$ cat src/rtl/wb_arbiter.sv
// -----------------------------------------------------------------------------
// wb_arbiter
// Write-back arbiter and load scoreboard for the register file's single write
// port. ALU results (single-cycle, buffered in a small FIFO) and load returns
// (variable latency) are merged into one registered write stream. Destinations
// of in-flight loads are tracked so decode can be stalled on hazards. Writes
// to x0 are dropped here and never reach the register file.
//
// Ports
//   clk, reset                  clock, asynchronous active-high reset
//   alu_valid/alu_rd/alu_data   ALU result in;  alu_ready = FIFO not full
//   ld_issue/ld_issue_rd        load dispatch;  ld_issue_ready = dest not pending
//   ld_valid/ld_rd/ld_data      load return in; ld_ready = FIFO not full
//   rs1/rs2/rd_chk              registers of the instruction in decode
//   stall                       hazard flag for decode (combinational)
//   wb_we/wb_rd/wb_wdata        registered register-file write port
// -----------------------------------------------------------------------------
module wb_arbiter #(
  parameter int ALU_DEPTH = 2
) (
  input  logic        clk,
  input  logic        reset,
  input  logic        alu_valid,
  input  logic [4:0]  alu_rd,
  input  logic [31:0] alu_data,
  output logic        alu_ready,
  input  logic        ld_issue,
  input  logic [4:0]  ld_issue_rd,
  output logic        ld_issue_ready,
  input  logic        ld_valid,
  input  logic [4:0]  ld_rd,
  input  logic [31:0] ld_data,
  output logic        ld_ready,
  input  logic [4:0]  rs1,
  input  logic [4:0]  rs2,
  input  logic [4:0]  rd_chk,
  output logic        stall,
  output logic        wb_we,
  output logic [4:0]  wb_rd,
  output logic [31:0] wb_wdata
);

  localparam int PTR_W = $clog2(ALU_DEPTH);

  // ALU result FIFO: payload arrays plus one valid bit per slot. Occupancy is
  // implied by the valid bits, so full/empty need no separate counter.
  logic [4:0]           rd_mem   [ALU_DEPTH];
  logic [31:0]          data_mem [ALU_DEPTH];
  logic [ALU_DEPTH-1:0] valid_reg, valid_next;
  logic [PTR_W-1:0]     head_reg, tail_reg;

  // Scoreboard; bit 0 exists only to allow direct indexing and stays 0.
  logic [31:0]          pend_reg, pend_next;

  logic        fifo_full, fifo_empty;
  logic        sel_head, sel_load, sel_bypass;
  logic [4:0]  sel_rd;
  logic [31:0] sel_data;
  logic        wb_write;
  logic        push, pop;
  logic        ld_accept, issue_set;

  assign fifo_full  = &valid_reg;
  assign fifo_empty = ~|valid_reg;

  assign alu_ready  = !fifo_full;
  assign ld_ready   = !fifo_full;

  assign ld_issue_ready = !(pend_reg[ld_issue_rd] && (ld_issue_rd != 5'd0));

  // Write-back source selection. A full FIFO takes precedence over loads so
  // the ALU path can never be starved indefinitely by back-to-back returns.
  always_comb begin
    sel_head   = fifo_full || (!ld_valid && !fifo_empty);
    sel_load   = !fifo_full && ld_valid;
    // Bypass: only when nothing else wants the port and no older ALU result
    // is queued, so ALU ordering is preserved.
    sel_bypass = fifo_empty && !ld_valid && alu_valid;
    sel_rd     = 5'd0;
    sel_data   = 32'd0;
    if (sel_head) begin
      sel_rd   = rd_mem[head_reg];
      sel_data = data_mem[head_reg];
    end else if (sel_load) begin
      sel_rd   = ld_rd;
      sel_data = ld_data;
    end else if (sel_bypass) begin
      sel_rd   = alu_rd;
      sel_data = alu_data;
    end
    wb_write = (sel_head || sel_load || sel_bypass) && (sel_rd != 5'd0);
  end

  // x0 results are accepted but never occupy a slot.
  assign push = alu_valid && alu_ready && (alu_rd != 5'd0) && !sel_bypass;
  assign pop  = sel_head;

  // Push and pop never touch the same slot: a push needs a free slot, and a
  // pop targets an occupied one.
  always_comb begin
    valid_next = valid_reg;
    if (pop)
      valid_next[head_reg] = 1'b0;
    if (push)
      valid_next[tail_reg] = 1'b1;
  end

  assign ld_accept = ld_valid && ld_ready;
  assign issue_set = ld_issue && ld_issue_ready && (ld_issue_rd != 5'd0);

  // Clear before set so a same-cycle issue to the returning register wins.
  // A return for a non-pending register simply clears an already-clear bit.
  always_comb begin
    pend_next = pend_reg;
    if (ld_accept)
      pend_next[ld_rd] = 1'b0;
    if (issue_set)
      pend_next[ld_issue_rd] = 1'b1;
    pend_next[0] = 1'b0;
  end

  always_ff @(posedge clk or posedge reset) begin
    if (reset) begin
      valid_reg <= '0;
      head_reg  <= '0;
      tail_reg  <= '0;
      pend_reg  <= '0;
    end else begin
      valid_reg <= valid_next;
      pend_reg  <= pend_next;
      if (pop)
        head_reg <= head_reg + 1'b1;
      if (push)
        tail_reg <= tail_reg + 1'b1;
    end
  end

  // Payload storage needs no reset: slots are only read while marked valid.
  always_ff @(posedge clk) begin
    if (push) begin
      rd_mem[tail_reg]   <= alu_rd;
      data_mem[tail_reg] <= alu_data;
    end
  end

  // Output stage. Address/data hold when no write happens.
  always_ff @(posedge clk or posedge reset) begin
    if (reset) begin
      wb_we    <= 1'b0;
      wb_rd    <= 5'd0;
      wb_wdata <= 32'd0;
    end else begin
      wb_we <= wb_write;
      if (wb_write) begin
        wb_rd    <= sel_rd;
        wb_wdata <= sel_data;
      end
    end
  end

  // Hazard detection for the three decode registers. The output stage is
  // included because the register file only commits on the following edge.
  logic [4:0] chk_addr [3];
  logic [2:0] busy;

  assign chk_addr[0] = rs1;
  assign chk_addr[1] = rs2;
  assign chk_addr[2] = rd_chk;

  genvar gi, gj;
  generate
    for (gi = 0; gi < 3; gi++) begin : g_chk
      logic [ALU_DEPTH-1:0] fifo_hit;
      for (gj = 0; gj < ALU_DEPTH; gj++) begin : g_ent
        assign fifo_hit[gj] = valid_reg[gj] && (rd_mem[gj] == chk_addr[gi]);
      end
      assign busy[gi] = (chk_addr[gi] != 5'd0) &&
                        (pend_reg[chk_addr[gi]] || (|fifo_hit) ||
                         (wb_we && (wb_rd == chk_addr[gi])));
    end
  endgenerate

  assign stall = |busy;

endmodule

$ cat config.mk
export PLATFORM = sky130hd
export DESIGN_NAME = wb_arbiter
export DESIGN_NICKNAME = d
export VERILOG_FILES = /design/src/rtl/wb_arbiter.sv
export SDC_FILE = /design/constraint.sdc
export NUM_CORES = 1
export LEC_CHECK = 0
export CAP_MARGIN = 20
export CORE_MARGIN = 2
export CORE_UTILIZATION = 40
export DETAILED_ROUTE_END_ITERATION = 8
export GPL_ROUTABILITY_DRIVEN = 1
export GPL_TIMING_DRIVEN = 0
export HOLD_SLACK_MARGIN = 0.05
export MAX_ROUTING_LAYER = met4
export PLACE_DENSITY = 0.75
export SYNTH_ARGS = -nofsm -noshare
export SYNTH_HDL_FRONTEND = slang
export SYNTH_SLANG_ARGS = --single-unit
$ cat constraint.sdc
create_clock -name clk -period 2.6 [get_ports clk]
set_clock_uncertainty 0.05 [all_clocks]
set_input_delay 0.26 -clock clk [delete_from_list [all_inputs] [get_ports clk]]
set_output_delay 0.26 -clock clk [all_outputs]
set_load 0.01 [all_outputs]
==> impl_metrics.csv, run 1 <==
group,metric,value,unit
timing,worstMarginPinSlew,738,ps
worst_setup_path,path_max_fanout,10,
yosys,syn_nets,729,
timing,setup_viol,1,
yosys,postSynth.asyncResetShare,49.7,%
status,violations,"negative setup slack",
worst_setup_path,crit_family,"simple AND/OR/NAND/NOR gates",
clock_tree,clock-sinks,147,
worst_setup_path,max_stage_delay,580,ps
floorplanning,rows,51,
route,wl_per_cell,20.1,um
yosys,yosysTopAreaCellShare,28.5,%
worst_setup_path,reg2reg_to,"wb_wdata[30]",
clock_tree,hold_buffers,0,
power,leakage,3.90,nW
timing,rsz0062_at_grt,"true",
global_routing,grt_max_degree,40,
global_routing,use_met1,29.2,%
placement,place_ws,-964,ps
clock_tree,clkLatencyLatePin,420,ps
floorplanning,initial_core_util,40.4,%
yosys,synth_top_family_by_area,"multiplexers",
yosys,ys_seq_area_share,52.0,%
finish,largest_reg_flops,64,
route,ant_nets,0,
yosys,syn_inst,630,
yosys,synth_most_common_cell,"o21ai_0",
global_routing,grt_pass1_vias,5953,
timing,slew_violations,0,
floorplanning,die_h,144,um
global_routing,grt_pass1_wl,33100,um
power,ir_drop,0.748,mV
yosys,synthXorXnorAreaFrac,5.28,%
global_routing,grt_overflow,0,
yosys,yosys_warnings,0,
floorplanning,io_pins,141,
route,avgViaCountPerCell,5.68,
run,cap_violations,0,
yosys,synth_area_per_cell,12.4,um2
global_routing,grt_usage,21.8,%
min_path,hold_class,"input pin to async pin",
worst_setup_path,cp_num_buf_inv,2,
clock_tree,cts-root-buf,"clkbuf_16",
route,firstDrtPassIters,5,
clock_tree,htreeDepth,4,
finish,nNetsFinal,894,
timing,fin_crit_sh,102,%
placement,gp_congestion,0.905,
clock_tree,cts_buffer_depth,2,
floorplanning,die_w,144,um
timing,fin_ws,-55.8,ps
placement,hpwl,15200,um
worst_setup_path,crit_top_cell,"buf_2",
clock_tree,clk_pin_slew,60,ps
global_routing,groute.layer.met3.usage,5.46,%
yosys,synth_compound_area_share,13.1,%
worst_setup_path,cp_cell_sequence,"buf_2, or4_4, nor2_4, nor4_1, or4_1, a31oi_1, o2111ai_2, buf_2",
yosys,synthAdderAreaFrac,0.128,%
status,outcome,"complete, but fails checks",
route,vias,6111,
yosys,synth_common_cells,"o21ai_0, edfxtp_1, dfrtp_1",
worst_setup_path,arrival,2350,ps
worst_setup_path,ff2ff_path_depth,10,
yosys,synth.area.mux_share,19.2,%
finish,area_growth,32.7,%
power,p_per_area,989,mW/mm2
global_routing,grt.busiest_layer,"met2",
yosys,yosys-top-cells-area,"edfxtp_1, dfrtp_1, mux2i_1",
timing,period_needed,2660,ps
worst_setup_path,rrSetupSlack,90,ps
worst_setup_path,criticalPathCategory,"input pin to output port",
timing,maxSlewHeadroom,50.8,%
yosys,synth_area,0.00779,mm2
route,drt_iter0_drc,452,
floorplanning,core_area,0.0193,mm2
timing,fmax,377,MHz
finish,drive_gt1_share,20.4,%
timing,hold_viol_final,0,
global_routing,met2_usage,32.3,%
worst_setup_path,r2r_start,"valid_reg[0]",
worst_setup_path,crit_slowest_cell,"or4_4",
yosys,synth_simple_gate_area_share,7.27,%
yosys,synth_seq_cells,147,
clock_tree,cts_tree,"built",
yosys,yosysTopAreaCell,"edfxtp_1",
route,drc,0,
yosys,synth-edff-count,74,
yosys,synthFlopType,"edfxtp_1",
worst_setup_path,start_kind,"input pin",
worst_setup_path,required,2290,ps
yosys,ys_types,48,
floorplanning,dieArea,0.0206,mm2
finish,utilization,53.6,%
placement,io_buffers,127,
timing,setup_tns,-55.8,ps
worst_setup_path,cp-end-kind,"output port",
global_routing,grt_antenna_before_repair,1,
clock_tree,cts-buffers-inserted,17,
route,wirelength,21600,um
[worst register-to-register path, delay by kind of cell (launching register included)]
family	cells	cell delay, ps
flip-flops	1	450
buffers and inverters	4	790
AO/OA/AOI/OAI	2	290
multiplexers	1	360
AND/OR/NAND/NOR	3	460
[metal layers]
layer  vias to the layer above  routed length, um  part of all wire [%]
met2                       284              10200                    47
met5                         -                  0                     0
met4                         0                443                   2.0
met3                        31               1780                   8.2
met1                      3040               9180                    42
li1                       2756                  -                     -
[area by class of cell]
cell class / instances / area, um2
Sequential cell: 147 / 4060
Buffer: 44 / 246
Timing Repair Buffer: 147 / 1470
Clock buffer: 17 / 425
Multi-Input combinational cell: 427 / 3610
Fill cell: 1685 / 8930
Clock inverter: 15 / 149
Antenna cell: 2 / 5.00
Tap cell: 265 / 332
Inverter: 11 / 43.8
[per-stage QoR]
stage	cell area, um2	cells	hold WS [ps]	power [mW]
finish	10300	1075	174	10.2
global route	10300	1074	225	10.8
CTS	10100	1058	193	10.1
detailed placement	9480	1025	445	7.68
global placement	9400	1022	439	7.53
floorplan	7790	630	309	6.03
[worst max path at each step]
stage	startpoint	end	slack (ps)	cells after the start
detailed placement	rd_chk[0]	stall	-960	8
floorplan	valid_reg[0]	data_mem[0][0]	-310	3
CTS	rs2[1]	stall	-270	8
finish	rd_chk[1]	stall	-60	8
global placement	ld_valid	data_mem[0][4]	-1630	4
global route	rd_chk[1]	stall	-90	8
[repair_timing]
item	in CTS	in global routing
gates resized for setup	32	44
endpoints found under the hold margin	0	0
setup buffers	1	16
endpoints found under the setup margin	63	51
pin swaps	1	10
[logic make-up (layout without fill, tap and decap cells)]
family / count (synthesis) / in the layout
xor+xnor: 47 / 47
fa+ha+maj: 1 / 1
other cells: 0 / 2
mux: 115 / 115
simple gates: 97 / 97
compound gates: 167 / 167
flops: 147 / 147
buf+inv: 56 / 234
[power breakdown]
part / internal [mW] / switching [mW] / leakage (nW) / total [mW]
Combinational: 2.12 / 1.86 / 2.06 / 3.98
Clock: 1.27 / 1.08 / 0.275 / 2.35
Sequential: 3.27 / 0.618 / 1.56 / 3.89
[layout by cell type, fill, tap and decap left out, types with 4 or more instances in the layout]
cell type and n:
buf_6 5, buf_4 21, nand4_1 7, mux2i_1 55, inv_8 4, clkbuf_2 4
clkbuf_1 18, a21oi_1 6, nand2b_1 8, nor4_1 9, nor2b_1 7, inv_1 10
nor2_1 9, nand3b_1 8, nand3_1 13, clkdlybuf4s50_1 119, dfrtp_1 65, o21bai_1 4
mux4_2 20, nand2_1 13, xnor2_1 22, edfxtp_1 74, buf_2 11, o21ai_0 96
dfrtp_2 8, a22oi_1 40, xor2_1 25, clkbuf_16 17, mux2_2 37
Note: power is estimated with default switching activity, not from simulation.
==> run 2: changes to the inputs <==
- CORE_UTILIZATION: 40 -> 45
- PLACE_DENSITY: 0.75 -> 0.82
==> run 2 against run 1 <==
Against the previous run:
- core utilization is 6.2 points higher
- power shrank 0.26%
- final cell count is 3.7% lower
- routed wire length grew 1.7%
- the run still ends with negative setup slack left
- clock power about the same
- critical path type is now input pin to register
- register-to-register slack lost 160 ps
- highest routed layer unchanged
- worst setup slack got worse by 17 ps
- sequential share of layout area rose by 0.28 points
- flip-flop and latch count stayed put
- global-route usage rose by 2.5 points
- combinational power about the same
==> impl_metrics.csv, run 2 (same netlist as run 1, synthesis figures left out) <==
group,metric,value,unit
timing,rsz0062_at_grt,"true",
timing,holdWs,175,ps
finish,drive_gt1_share,18.9,%
placement,dpl_cell_area,0.00943,mm2
route,avgViaCountPerCell,6.03,
finish,utilization,59.9,%
worst_setup_path,rrSetupSlack,-70,ps
power,leakage,3.92,nW
clock_tree,hold_buffers,0,
worst_setup_path,start_kind,"input pin",
clock_tree,clkLatencyLatePin,420,ps
timing,worstMarginPinSlew,753,ps
timing,setup_viol,2,
worst_setup_path,path_max_fanout,19,
global_routing,grt_antenna_before_repair,1,
route,vias,6242,
timing,fmax,374,MHz
finish,area_growth,31.5,%
floorplanning,dieArea,0.0184,mm2
run,cap_violations,0,
placement,io_buffers,127,
worst_setup_path,arrival,2880,ps
finish,final_area,0.0102,mm2
global_routing,grt_pass1_wl,33000,um
floorplanning,die_w,136,um
clock_tree,htreeDepth,4,
clock_tree,clk_pin_slew,70,ps
route,drc,0,
placement,hpwl,15000,um
status,violations,"negative setup slack",
finish,largest_reg_flops,64,
timing,maxSlewHeadroom,49.7,%
floorplanning,core_area,0.0171,mm2
global_routing,grt_pass1_vias,6068,
route,firstDrtPassIters,5,
worst_setup_path,criticalPathCategory,"input pin to register",
timing,hold_viol_final,0,
power,p_per_area,995,mW/mm2
floorplanning,die_h,136,um
timing,slew_violations,0,
placement,gp_congestion,0.904,
worst_setup_path,cp-end-kind,"register",
status,outcome,"complete, but fails checks",
min_path,hold_class,"input pin to async pin",
floorplanning,initial_core_util,45.5,%
power,ir_drop,0.657,mV
floorplanning,io_pins,141,
finish,nNetsFinal,895,
worst_setup_path,required,2810,ps
global_routing,grt_max_degree,42,
placement,place_inst,985,
finish,layout_common_cells,"clkdlybuf4s50_1, o21ai_0, edfxtp_1",
clock_tree,cts_tree,"built",
route,wirelength,22000,um
finish,fin_cells,1035,
route,drt_iter0_drc,560,
timing,fin_crit_sh,103,%
global_routing,grt_usage,24.3,%
route,wl_per_cell,21.3,um
clock_tree,cts_buffer_depth,2,
floorplanning,rows,48,
finish,layout_commonest_cell,"clkdlybuf4s50_1",
timing,period_needed,2670,ps
clock_tree,cts-buffers-inserted,17,
global_routing,grt_overflow,0,
clock_tree,clock-sinks,147,
route,ant_nets,0,
clock_tree,cts-root-buf,"clkbuf_16",
timing,fin_ws,-72.8,ps
## run 2: cell types whose count changed in the layout (fill, tap and decap cells not counted), moves of 2 or more
cell,delta
buf_6,+3
dfrtp_2,-5
dfrtp_1,+5
clkinvlp_4,-2
## run 2: what timing repair did
action	in CTS	in global routing
pin swaps	2	6
resized for setup	29	35
endpoints found under the setup margin	63	44
buffers inserted	1	18
## run 2: cell type report
class / instances / area, um2
diodes: 1 / 2.50
well taps: 225 / 282
plain buffers: 43 / 259
fillers: 1349 / 6870
inverters: 11 / 43.8
clock buffers: 18 / 429
flip-flops and latches: 147 / 4050
clock inverters: 14 / 144
multi-input cells: 427 / 3560
repair buffers: 149 / 1480
## run 2: worst max-delay path: stages
cell and delay (ps):
clkdlybuf4s50_1 600, a21boi_1 520, clkbuf_4 420, or3b_2 570, o21ai_0 310, o21ai_0 190
## run 2: stage by stage
| step | total power, mW | setup TNS, ps | worst slack (ps) |
|---|---|---|---|
| final | 10.2 | -73.0 | -72.8 |
| after global placement | 7.51 | -221620 | -1640 |
| after global routing | 10.7 | -184 | -95.2 |
| after CTS | 10.0 | -103 | -103 |
| after detailed placement | 7.66 | -37440 | -909 |
| after floorplan | 6.03 | -22670 | -306 |
## run 2: metal layers
layer | vias to the layer above | routed length [um] | track usage (%)
met1 | 3094 | 9030 | 33.0
met4 | 0 | 634 | 8.91
met3 | 45 | 1880 | 4.41
li1 | 2767 | - | -
met5 | - | 0 | -
met2 | 336 | 10500 | 36.9
## run 2: report_power, final
group	switching [mW]	internal (mW)	leakage, nW
Clock	1.06	1.27	0.283
Combinational	1.87	2.08	2.07
Sequential	0.657	3.26	1.57
Total	3.58	6.62	3.92
## run 2: final timing paths
| check | from | endpoint | cells after the start |
|---|---|---|---|
| max | ld_valid | pend_reg[28] | 6 |
| min | reset | wb_wdata[20] | 2 |
| max reg2reg | valid_reg[0] | pend_reg[28] | 5 |
| min reg2reg | wb_wdata[19] | wb_wdata[19] | 1 |
| max in group asynchronous | reset | pend_reg[3] | 3 |
| min in group clk | ld_rd[2] | pend_reg[6] | 4 |
==> run 3: changes to the inputs <==
- PLACE_DENSITY: 0.82 -> 0.73
- SETUP_SLACK_MARGIN: unset -> 0.05
==> run 3 against run 2 <==
Against the previous run:
- the flow still finishes with violations (negative setup slack)
- final cell count shrank 0.19%
- sequential power is essentially flat
- largest cell class unchanged
- critical endpoint is now stall
- critical path type is now input pin to output port
- clock power grew 11%
==> impl_metrics.csv, run 3 (same netlist as run 1, synthesis figures left out) <==
group,metric,value,unit
status,outcome,"complete, but fails checks",
status,violations,"negative setup slack",
finish,area_growth,32.0,%
clock_tree,htreeDepth,4,
finish,seq_area,0.00406,mm2
placement,hpwl,15600,um
global_routing,grt_max_degree,71,
finish,n_fill_cell,1359,
floorplanning,initial_core_util,45.5,%
finish,nNetsFinal,894,
floorplanning,rows,48,
finish,antenna_cells,0,
floorplanning,dieArea,0.0184,mm2
worst_setup_path,criticalPathCategory,"input pin to output port",
timing,setup_tns,-24.8,ps
timing,worstMarginPinSlew,796,ps
route,wirelength,22300,um
route,drt_iter0_drc,502,
global_routing,grt_pass1_vias,6294,
clock_tree,cts-buffers-inserted,17,
finish,utilization,60.1,%
run,cap_violations,0,
timing,fin_ws,-24.8,ps
floorplanning,die_h,136,um
global_routing,grt_usage,25.6,%
worst_setup_path,required,2290,ps
global_routing,grt_pass1_wl,34300,um
timing,fmax,381,MHz
global_routing,grt_overflow,0,
power,p_per_area,1010,mW/mm2
worst_setup_path,arrival,2310,ps
route,vias,6223,
worst_setup_path,cp-end-kind,"output port",
placement,dpl_cell_area,0.00943,mm2
timing,rsz0062_at_grt,"true",
timing,fin_crit_sh,101,%
clock_tree,clkLatencyLatePin,420,ps
finish,final_area,0.0103,mm2
finish,multi_input_area,0.00356,mm2
clock_tree,cts_buffer_depth,2,
floorplanning,die_w,136,um
finish,fin_cells,1033,
route,ant_nets,0,
timing,slew_violations,0,
finish,layout_common_cells,"clkdlybuf4s50_1, o21ai_0, edfxtp_1",
finish,layout_commonest_cell,"clkdlybuf4s50_1",
floorplanning,io_pins,141,
global_routing,grt_antenna_before_repair,0,
timing,setup_viol,1,
timing,period_needed,2620,ps
floorplanning,core_area,0.0171,mm2
route,wl_per_cell,21.6,um
route,avgViaCountPerCell,6.02,
clock_tree,clock-sinks,147,
power,ir_drop,0.659,mV
power,leakage,3.89,nW
route,firstDrtPassIters,5,
route,drc,0,
timing,maxSlewHeadroom,46.9,%
timing,hold_viol_final,0,
clock_tree,cts_tree,"built",
placement,io_buffers,127,
min_path,hold_class,"input pin to register",
finish,drive_gt1_share,18.9,%
placement,gp_congestion,0.997,
clock_tree,cts-root-buf,"clkbuf_16",
worst_setup_path,start_kind,"input pin",
timing,holdWs,288,ps
worst_setup_path,path_max_fanout,3,
finish,largest_reg_flops,64,
clock_tree,clk_pin_slew,60,ps
placement,place_inst,985,
-- run 3: changes by cell type in the layout (fill, tap and decap cells not counted), moves of 3 or more --
cell	delta
clkbuf_2	-5
bufinv_16	+4
inv_8	-4
buf_4	-3
inv_6	-3
dlymetal6s2s_1	-3
-- run 3: critical path, stage by stage --
cell and delay [ps]:
dlygate4sd2_1 270, or4_1 530, nor2_2 150, nor4_1 70, or4_1 520, a31oi_1 210, o2111ai_1 140, buf_2 160
-- run 3: area by class of cell --
cell class | count | area share [%]
sequential | 147 | 39.4
clock inverter | 13 | 1.80
buffer | 44 | 2.57
multi-input combinational | 427 | 34.6
timing repair buffer | 147 | 14.1
clock buffer | 19 | 4.31
inverter | 11 | 0.426
tap | 225 | 2.74
-- run 3: timing repair --
action	in CTS	in global routing
pin swaps	3	7
resized for setup	38	25
endpoints found under the hold margin	3	0
hold buffers	1	0
buffers inserted	10	6
cloned	0	0
setup endpoints to repair	64	52
-- run 3: where the power goes --
part	internal, mW	switching, mW	total, mW
Sequential	3.27	0.623	3.89
Combinational	2.07	1.88	3.95
Clock	1.63	0.951	2.58
Total	6.97	3.45	10.4
-- run 3: metrics by stage --
stage / worst slack [ps] / total power, mW
after floorplan: -306 / 6.03
after global placement: -1630 / 7.49
after detailed placement: -897 / 7.67
after CTS: -140 / 10.4
after global routing: -115 / 10.9
final: -24.8 / 10.4
-- run 3: layer usage --
metal / track usage (%) / wire [um] / part of all wire, %
met3: 6.25 / 1920 / 8.6
met4: 9.14 / 514 / 2.3
met2: 40.0 / 10700 / 48
met1: 32.7 / 9190 / 41
met5: - / 0 / 0
-- run 3: final timing paths --
check	start	to	slack [ps]	cells after the start
worst max-delay path	rd_chk[2]	stall	-20	8
worst min-delay path	ld_rd[2]	pend_reg[6]	290	4
worst min register to register	wb_wdata[17]	wb_wdata[17]	450	1
min in group asynchronous	reset	wb_wdata[28]	560	3
max in group asynchronous	reset	valid_reg[0]	1370	4
worst max register to register	pend_reg[20]	pend_reg[13]	120	7
